**config.mk**
```make
export PLATFORM = sky130hd
export DESIGN_NAME = sram_like_arbiter
export DESIGN_NICKNAME = d
export VERILOG_FILES = /design/src/rtl/sram_like_arbiter.sv
export SDC_FILE = /design/constraint.sdc
export NUM_CORES = 1
export LEC_CHECK = 0
export CAP_MARGIN = 5
export CORE_AREA = 2 2 107 109
export DETAILED_ROUTE_END_ITERATION = 16
export DIE_AREA = 0 0 109 111
export GPL_TIMING_DRIVEN = 0
export PLACE_DENSITY = 0.66
export SLEW_MARGIN = 20
export SYNTH_ARGS = -nofsm -noshare
export SYNTH_HDL_FRONTEND = slang
export SYNTH_SLANG_ARGS = --single-unit
```
**constraint.sdc**
```tcl
create_clock -name clk -period 3.5 [get_ports clk]
set_input_delay 0.525 -clock clk [delete_from_list [all_inputs] [get_ports clk]]
set_output_delay 0.525 -clock clk [all_outputs]
set_load 0.02 [all_outputs]
```
**src/rtl/sram_like_arbiter.sv**
```systemverilog
// sram_like_arbiter: N-master to 1-slave arbiter on the sram-like req/addr_ok/data_ok bus.
// Requests are granted by fixed priority or round-robin, held stable until accepted,
// and the accepted channel IDs are queued so each response returns to its issuer in order.
module sram_like_arbiter #(
    parameter int NUM_CH    = 2,
    parameter int ADDR_W    = 32,
    parameter int DATA_W    = 32,
    parameter int OUT_DEPTH = 4,
    parameter int PRIO_MODE = 0
) (
    input  logic                         clk,
    input  logic                         resetn,
    input  logic [NUM_CH-1:0]            m_req,
    input  logic [NUM_CH-1:0]            m_wr,
    input  logic [2*NUM_CH-1:0]          m_size,
    input  logic [ADDR_W*NUM_CH-1:0]     m_addr,
    input  logic [DATA_W*NUM_CH-1:0]     m_wdata,
    output logic [NUM_CH-1:0]            m_addr_ok,
    output logic [NUM_CH-1:0]            m_data_ok,
    output logic [DATA_W-1:0]            m_rdata,
    output logic                         s_req,
    output logic                         s_wr,
    output logic [1:0]                   s_size,
    output logic [ADDR_W-1:0]            s_addr,
    output logic [DATA_W-1:0]            s_wdata,
    input  logic                         s_addr_ok,
    input  logic                         s_data_ok,
    input  logic [DATA_W-1:0]            s_rdata,
    output logic [$clog2(OUT_DEPTH):0]   outstanding,
    output logic                         err
);

    localparam int CH_W  = $clog2(NUM_CH);
    localparam int PTR_W = $clog2(OUT_DEPTH);

    // Per-channel views of the packed master buses
    logic [ADDR_W-1:0] addr_arr  [NUM_CH];
    logic [DATA_W-1:0] wdata_arr [NUM_CH];
    logic [1:0]        size_arr  [NUM_CH];

    generate
        for (genvar gi = 0; gi < NUM_CH; gi++) begin : g_unpack
            assign addr_arr[gi]  = m_addr[gi*ADDR_W +: ADDR_W];
            assign wdata_arr[gi] = m_wdata[gi*DATA_W +: DATA_W];
            assign size_arr[gi]  = m_size[gi*2 +: 2];
        end
    endgenerate

    // Registered state
    logic [PTR_W:0]  wr_ptr_q, wr_ptr_d;
    logic [PTR_W:0]  rd_ptr_q, rd_ptr_d;
    logic [CH_W-1:0] rr_ptr_q, rr_ptr_d;
    logic            lock_vld_q, lock_vld_d;
    logic [CH_W-1:0] lock_ch_q, lock_ch_d;
    logic            err_q, err_d;

    // In-order ID queue: channel index of every accepted, unanswered request
    logic [CH_W-1:0] id_mem [OUT_DEPTH];

    logic [CH_W-1:0] gnt;
    logic [CH_W-1:0] head_ch;
    logic [CH_W:0]   idx_sum;
    logic            found;
    logic            full;
    logic            empty;
    logic            accept;
    logic            pop;

    assign outstanding = wr_ptr_q - rd_ptr_q;
    assign full        = (outstanding == (PTR_W+1)'(OUT_DEPTH));
    assign empty       = (outstanding == '0);
    assign head_ch     = id_mem[rd_ptr_q[PTR_W-1:0]];

    // Grant selection: a locked channel keeps the bus, otherwise fixed priority or round-robin
    always_comb begin
        gnt     = '0;
        found   = 1'b0;
        idx_sum = '0;
        if (lock_vld_q) begin
            gnt = lock_ch_q;
        end else if (PRIO_MODE == 0) begin
            for (int k = NUM_CH - 1; k >= 0; k--) begin
                if (m_req[k]) begin
                    gnt = CH_W'(k);
                end
            end
        end else begin
            for (int k = 0; k < NUM_CH; k++) begin
                idx_sum = {1'b0, rr_ptr_q} + (CH_W+1)'(k);
                if (idx_sum >= (CH_W+1)'(NUM_CH)) begin
                    idx_sum = idx_sum - (CH_W+1)'(NUM_CH);
                end
                if (!found && m_req[idx_sum[CH_W-1:0]]) begin
                    gnt   = idx_sum[CH_W-1:0];
                    found = 1'b1;
                end
            end
        end
    end

    // Request path: zero-latency mux from the granted channel; held off while the ID queue is full
    assign s_req   = resetn & m_req[gnt] & ~full;
    assign s_wr    = m_wr[gnt];
    assign s_size  = size_arr[gnt];
    assign s_addr  = addr_arr[gnt];
    assign s_wdata = wdata_arr[gnt];

    assign accept  = s_req & s_addr_ok;
    assign pop     = s_data_ok & ~empty;
    assign m_rdata = s_rdata;
    assign err     = err_q;

    // Handshake fan-out: one-hot accept to the granted master, one-hot response to the queue head
    always_comb begin
        m_addr_ok = '0;
        m_data_ok = '0;
        if (accept) begin
            m_addr_ok[gnt] = 1'b1;
        end
        if (pop) begin
            m_data_ok[head_ch] = 1'b1;
        end
    end

    // Next-state: queue pointers, round-robin pointer, hold lock and sticky error
    always_comb begin
        wr_ptr_d   = wr_ptr_q + {{PTR_W{1'b0}}, accept};
        rd_ptr_d   = rd_ptr_q + {{PTR_W{1'b0}}, pop};
        err_d      = err_q | (s_data_ok & empty);
        rr_ptr_d   = rr_ptr_q;
        lock_vld_d = lock_vld_q;
        lock_ch_d  = lock_ch_q;
        if (accept) begin
            rr_ptr_d   = (gnt == CH_W'(NUM_CH - 1)) ? '0 : gnt + CH_W'(1);
            lock_vld_d = 1'b0;
        end else if (s_req) begin
            // Presented but not accepted: the address must stay on the bus
            lock_vld_d = 1'b1;
            lock_ch_d  = gnt;
        end else if (lock_vld_q && !m_req[lock_ch_q]) begin
            // Locked master withdrew its request; release so others are not blocked forever
            lock_vld_d = 1'b0;
        end
    end

    // ID queue storage; contents are only meaningful between the pointers, so no reset needed
    always_ff @(posedge clk) begin
        if (accept) begin
            id_mem[wr_ptr_q[PTR_W-1:0]] <= gnt;
        end
    end

    // Control state with asynchronous reset; reset discards every pending response
    always_ff @(posedge clk or negedge resetn) begin
        if (!resetn) begin
            wr_ptr_q   <= '0;
            rd_ptr_q   <= '0;
            rr_ptr_q   <= '0;
            lock_vld_q <= 1'b0;
            lock_ch_q  <= '0;
            err_q      <= 1'b0;
        end else begin
            wr_ptr_q   <= wr_ptr_d;
            rd_ptr_q   <= rd_ptr_d;
            rr_ptr_q   <= rr_ptr_d;
            lock_vld_q <= lock_vld_d;
            lock_ch_q  <= lock_ch_d;
            err_q      <= err_d;
        end
    end

endmodule

```
==> impl_metrics.csv, run 1 <==
group,metric,value,unit
critical_path,r2r.worst_path.cells,10,
floorplanning,core.rowCount,39,
placement,dpl-instance-area,4430,µm²
drt,via_count,2156,
clocking,cts_buffers,3,
layout,n_fill_cell,1094,
synthesis,avgSynthCellArea,10.7,µm²
critical_path,crit_path_end_kind,"primary output",
clocking,postCtsResizedCells,0,
placement,hpwl,7380,µm
layout,num_antenna_cells,0,
critical_path,r2r-start,"wr_ptr_q[0]",
run_status,outcome,"complete, no violations",
floorplanning,die-area,12100,µm²
clocking,cts_setup_buffers,0,
layout,most-common-layout-cells,"sky130_fd_sc_hd__clkdlybuf4s50_1 (247), sky130_fd_sc_hd__mux2_2 (65), sky130_fd_sc_hd__buf_4 (38), sky130_fd_sc_hd__dfrtp_1 (9), sky130_fd_sc_hd__inv_1 (6)",
floorplanning,core_area,11100,µm²
timing,clock-skew-final,0.00118,ns
synthesis,postSynthNetCount,344,
synthesis,yosysSeqAreaShare,0.195,
timing,final_tns_setup,0,ns
drt,drcViolationCount,0,
layout,instances_no_fill,560,
clocking,clkSinkCount,13,
grt,pin_count_of_the_biggest_net_entering_global_routing,13,
run,maxCapViolations,0,
floorplanning,die_width,109,µm
critical_path,cp.arrival,2.70,ns
timing,grt_setup_unrepaired,"no",
drt,drt_pre_antenna_iters,4,
layout,finalInstanceArea,4500,µm²
clocking,max-clock-path-buffers,2,
synthesis,synthDistinctLibCells,31,
drt,total_wire_length_after_detailed_routing,8250,µm
timing,timing.final.setup_violations,0,
synthesis,yosysWarningCount,0,
synthesis,postSynthCellCount,166,
grt,gr-total-overflow,0,
critical_path,worstSetupStartpoint,"wr_ptr_q[0]",
critical_path,worstReg2RegEnd,"wr_ptr_q[2]",
critical_path,cp_data_required_time,2.97,ns
timing,slew_violations,0,
timing,fmax,310,MHz
layout,postLayoutCoreUtil,0.407,
critical_path,critical_path.endpoint,"m_addr_ok[1]",
placement,portBuffers,247,
layout,nets,596,
layout,share_of_cells_above_drive_strength_1,0.278,
power,static_power_due_to_leakage,1.80,nW
synthesis,netlist_area,1770,µm²
drt,drt_iter0_drc,36,
worst_hold_path,hp-class,"flip-flop to flip-flop",
worst_hold_path,hp-start,"err",
timing,layout_worst_path_cycle_share,0.921,
drt,drt.antenna.violating_nets,0,
power,power.total,2.49,mW
timing,worst_slew_margin_rel,0.509,
synthesis,synth_seq_cells,13,
grt,antenna_found_initial,0,
timing,period_needed,3.22,ns
clocking,ctsHtreeMaxLevel,1,
drt,drt-vias-per-instance,3.85,
placement,placedCellCount,556,
critical_path,crit_fanout,7,
floorplanning,start_util,0.160,
critical_path,critical_path_class,"flip-flop to primary output",
power,power.ir.vdd_worst,0.594,mV
placement,gp_congestion,0.772,
clocking,ctsHoldBuffers,0,
clocking,clockRootBuffer,"sky130_fd_sc_hd__clkbuf_16",
floorplanning,number_of_i_o_pins,280,
timing,timing.final.hold_violations,0,
grt,first_global_vias,2382,
clocking,cts_tree,"built",
power,pwr_density_cell,554,nW/µm²
critical_path,r2r_setup_slack,1.10,ns
grt,grt.total_usage,0.127,
clocking,insertion_delay,0.24,ns
floorplanning,die_y,111,µm
critical_path,cp-start-kind,"flip-flop",
grt,grt_pass1_wl,12200,µm
drt,detail_route.wl_per_cell,14.7,µm
timing,slew_at_the_pin_closest_to_its_max_slew_limit,0.736,ns
layout,layout-area-overhead-vs-synth,154,%
layout,mostFrequentLayoutCell,"sky130_fd_sc_hd__clkdlybuf4s50_1",
clocking,worst_setup_hold_path_clk_slew,0.04,ns
stage by stage:
stage	setup WS [ns]	hold WS (ns)
after CTS	0.233	0.479
after floorplan	0.953	0.229
final	0.276	0.474
after global placement	0.228	0.454
after global routing	0.127	0.496
after detailed placement	0.258	0.469
worst min-delay path by stage:
stage / end / cells after the start / slack, ns
5_1_grt: rd_ptr_q[2] / 1 / 0.50
3_5_place_dp: err / 1 / 0.47
2_1_floorplan: err / 0 / 0.23
4_1_cts: err / 1 / 0.48
6_report: err / 1 / 0.47
3_3_place_gp: err / 1 / 0.45
layer usage:
layer | track usage | vias up | share of wire
met5 | 0 | - | 0
met4 | 0.0222 | 0 | 0.0078
met3 | 0.0359 | 8 | 0.083
met2 | 0.230 | 106 | 0.52
met1 | 0.149 | 980 | 0.39
li1 | - | 1062 | -
layout make-up:
class | instances | area [µm²] | share of cell area
Buffer | 40 | 308 | 0.0683
Timing Repair Buffer | 247 | 2470 | 0.549
Inverter | 8 | 30.0 | 0.00667
Multi-Input combinational cell | 105 | 1090 | 0.242
Sequential cell | 13 | 345 | 0.0767
Clock buffer | 4 | 78.8 | 0.0175
Tap cell | 143 | 179 | 0.0397
state kept, by name, summed over array words and instances, names as in the netlist:
name,cells
lock_vld_q,1
rd_ptr_q,3
err,1
id_mem,4
wr_ptr_q,3
lock_ch_q,1
critical path, cell delays in order, from the launching register on:
cell and delay [ns]:
sky130_fd_sc_hd__dfrtp_1 0.38, sky130_fd_sc_hd__inv_1 0.09, sky130_fd_sc_hd__ha_1 0.21, sky130_fd_sc_hd__fa_1 0.37, sky130_fd_sc_hd__xnor3_2 0.28, sky130_fd_sc_hd__inv_2 0.06, sky130_fd_sc_hd__a21o_1 0.23, sky130_fd_sc_hd__nor3_1 0.18
sky130_fd_sc_hd__clkdlybuf4s50_1 0.65
cells by family (layout without fill, tap and decap cells):
logic type               Yosys count  after routing  synth area share
XOR/XNOR                           3              3            0.0233
adder cells (fa/ha/maj)            6              6            0.0465
AND/OR/NAND/NOR                   17             17            0.0529
flip-flops                        13             13             0.195
multiplexers                      68             68             0.438
buffers and inverters             48            299             0.190
AO/OA/AOI/OAI                     11             11            0.0543
power breakdown:
| part | total (mW) | internal [mW] | switching [mW] |
|---|---|---|---|
| logic | 2.00 | 1.08 | 0.923 |
| registers | 0.277 | 0.224 | 0.0537 |
| clock network | 0.215 | 0.154 | 0.0617 |
| total | 2.49 | 1.46 | 1.04 |
cells in the mapped netlist, drive strengths merged:
master   count  area, µm²
nor3         2       15.0
buf         40        308
a31o         1       8.76
xor2         2       17.5
dfrtp        9        225
a21o         1       7.51
o2bb2ai      1       8.76
a21oi        1       5.00
inv          8       30.0
fa           1       20.0
edfxtp       4        120
xnor3        1       23.8
a22oi        1       21.3
nor2b        1       6.26
mux2        67        754
and2         1       6.26
a21boi       1       7.51
nand2        3       11.3
mux4         1       22.5
o2111a       1       11.3
nor2         6       30.0
ha           5       62.6
o22a         1       8.76
o21ai        2       10.0
nor4         4       25.0
a211oi       1       7.51
No activity file was read; power rests on OpenSTA's default activity.
==> run 2: changes to the inputs <==
--- a/config.mk
+++ b/config.mk
@@ -6,11 +6,11 @@
 export NUM_CORES = 1
 export LEC_CHECK = 0
 export CAP_MARGIN = 5
-export CORE_AREA = 2 2 107 109
+export CORE_AREA = 2 2 110 112
 export DETAILED_ROUTE_END_ITERATION = 16
-export DIE_AREA = 0 0 109 111
+export DIE_AREA = 0 0 112 114
 export GPL_TIMING_DRIVEN = 0
-export PLACE_DENSITY = 0.66
+export PLACE_DENSITY = 0.65
 export SLEW_MARGIN = 20
 export SYNTH_ARGS = -nofsm -noshare
 export SYNTH_HDL_FRONTEND = slang
==> constraint.sdc (replaced) <==
create_clock -name clk -period 2.6 [get_ports clk]
set_input_delay 0.39 -clock clk [delete_from_list [all_inputs] [get_ports clk]]
set_output_delay 0.39 -clock clk [all_outputs]
set_load 0.02 [all_outputs]
==> run 2 against run 1 <==
Effect of this change:
- sequential share of layout area is essentially flat
- combinational power grew 31%
- sequential power grew 36%
- sequential cell count is the same
- core utilization shrank 2.4 points
- die area grew 5.5%
- register-to-register slack lost 0.78 ns
- clock power grew 35%
- global-route usage shrank 1.2 points
- final area shrank 0.53%
- cell count grew 1.4%
==> impl_metrics.csv, run 2 (same netlist as run 1, synthesis figures left out) <==
group,metric,value,unit
floorplanning,die_y,114,µm
timing,fmax,398,MHz
drt,drt_pre_antenna_iters,4,
drt,total_wire_length_after_detailed_routing,8330,µm
critical_path,critical_path_class,"flip-flop to primary output",
critical_path,crit_path_end_kind,"primary output",
grt,grt_busiest_layer,"met2",
clocking,ctsHtreeMaxLevel,1,
grt,first_global_vias,2259,
critical_path,worst-path-buf-inv,3,
timing,final.setup.worst_slack,0.0843,ns
critical_path,cp.arrival,2.13,ns
power,pwr_density_cell,736,nW/µm²
drt,drcViolationCount,0,
clocking,max-clock-path-buffers,2,
power,power.ir.vdd_worst,1.05,mV
timing,layout_worst_path_cycle_share,0.968,
grt,met2_usage_in_global_routing,0.213,
timing,period_needed,2.52,ns
critical_path,crit_fanout,4,
drt,drt_iter0_drc,30,
layout,share_of_cells_above_drive_strength_1,0.311,
floorplanning,start_util,0.151,
drt,drt.antenna.violating_nets,0,
clocking,worst_setup_hold_path_clk_slew,0.04,ns
layout,n_fill_cell,1170,
layout,num_antenna_cells,0,
floorplanning,die-area,12800,µm²
critical_path,crit_path_max_delay_family,"adder cells",
timing,final_tns_setup,0,ns
power,static_power_due_to_leakage,1.95,nW
layout,layout-area-overhead-vs-synth,153,%
timing,min_hold_slack,0.474,ns
drt,drt-vias-per-instance,3.87,
critical_path,cp-start-kind,"flip-flop",
floorplanning,core.rowCount,40,
floorplanning,die_width,112,µm
grt,grt.total_usage,0.115,
timing,slew_violations,0,
grt,antenna_found_initial,0,
layout,flip_flop_count_of_the_largest_register_all_copies_and_words_added,4,
layout,mostFrequentLayoutCell,"sky130_fd_sc_hd__clkdlybuf4s50_1",
placement,placedCellCount,560,
drt,detail_route.wl_per_cell,14.7,µm
clocking,cts_tree,"built",
timing,timing.final.setup_violations,0,
clocking,clockRootBuffer,"sky130_fd_sc_hd__clkbuf_16",
run_status,outcome,"complete, no violations",
clocking,cts_buffers,3,
run,maxCapViolations,0,
critical_path,crit_slowest_cell,"sky130_fd_sc_hd__dfrtp_1",
power,power.total,3.30,mW
placement,gp_congestion,0.730,
timing,timing.final.hold_violations,0,
layout,postLayoutCoreUtil,0.383,
grt,grt_pass1_wl,11800,µm
critical_path,path_cells,"inv_2 -> ha_1 -> fa_1 -> xnor3_2 -> buf_4 -> o21ai_2 -> nor2_1 -> buf_2",
placement,dpl-instance-area,4430,µm²
timing,clock-skew-final,0.000704,ns
floorplanning,core_area,11700,µm²
grt,gr-total-overflow,0,
clocking,ctsHoldBuffers,0,
placement,portBuffers,247,
worst_hold_path,hp-class,"flip-flop to flip-flop",
critical_path,critical_path.max_stage_delay,0.39,ns
timing,slew_at_the_pin_closest_to_its_max_slew_limit,0.810,ns
timing,worst_slew_margin_rel,0.460,
placement,post_placement_worst_setup_slack,-0.397,ns
clocking,clkSinkCount,13,
clocking,insertion_delay,0.24,ns
placement,hpwl,7330,µm
critical_path,cp_data_required_time,2.21,ns
grt,global_route.usage.met1,0.137,
floorplanning,number_of_i_o_pins,280,
layout,most-common-layout-cells,"sky130_fd_sc_hd__clkdlybuf4s50_1 (172), sky130_fd_sc_hd__dlygate4sd2_1 (69), sky130_fd_sc_hd__mux2_2 (65), sky130_fd_sc_hd__buf_4 (42), sky130_fd_sc_hd__dfrtp_1 (9)",
grt,pin_count_of_the_biggest_net_entering_global_routing,13,
layout,instances_no_fill,568,
layout,nets,600,
layout,finalInstanceArea,4480,µm²
drt,via_count,2196,
grt,global_route.usage.met3,0.0276,
-- run 2: changes by cell type in the layout (fill, tap and decap cells not counted), sizes merged --
cell	previous run	this run
clkbuf	4	6
buf	40	47
clkdlybuf4s50	247	172
dlymetal6s2s	0	1
dlygate4sd2	0	69
-- run 2: cell type report --
class                           instances  area (µm²)  share of cell area
Buffer                                 40         308              0.0687
Clock buffer                            4        78.8              0.0176
Inverter                                8        30.0             0.00670
Multi-Input combinational cell        105        1120               0.250
Sequential cell                        13         345              0.0771
Tap cell                              147         184              0.0410
Timing Repair Buffer                  251        2410               0.539
-- run 2: routing by layer --
layer | wire, µm | part of all wire
met2 | 4420 | 0.53
met4 | 102 | 0.012
met5 | 0 | 0
met3 | 597 | 0.072
met1 | 3210 | 0.38
-- run 2: timing repair --
action,CTS,global route
pin swaps,1,0
setup endpoints to repair,73,13
resized for setup,91,10
setup buffers,2,2
-- run 2: worst paths after layout --
kind	cells past startpoint	start	slack [ns]	endpoint
setup / recovery	8	wr_ptr_q[0]	0.08	s_req
hold / removal	1	rd_ptr_q[2]	0.47	rd_ptr_q[2]
setup reg to reg	10	wr_ptr_q[0]	0.32	wr_ptr_q[2]
hold reg to reg	1	rd_ptr_q[2]	0.47	rd_ptr_q[2]
max in group asynchronous	1	resetn	1.73	err
min in group asynchronous	1	resetn	0.51	rd_ptr_q[0]
-- run 2: report_power, final --
group          switching (mW)  internal [mW]
combinational            1.31           1.32
sequential             0.0769          0.301
clock                  0.0833          0.207
total                    1.47           1.83
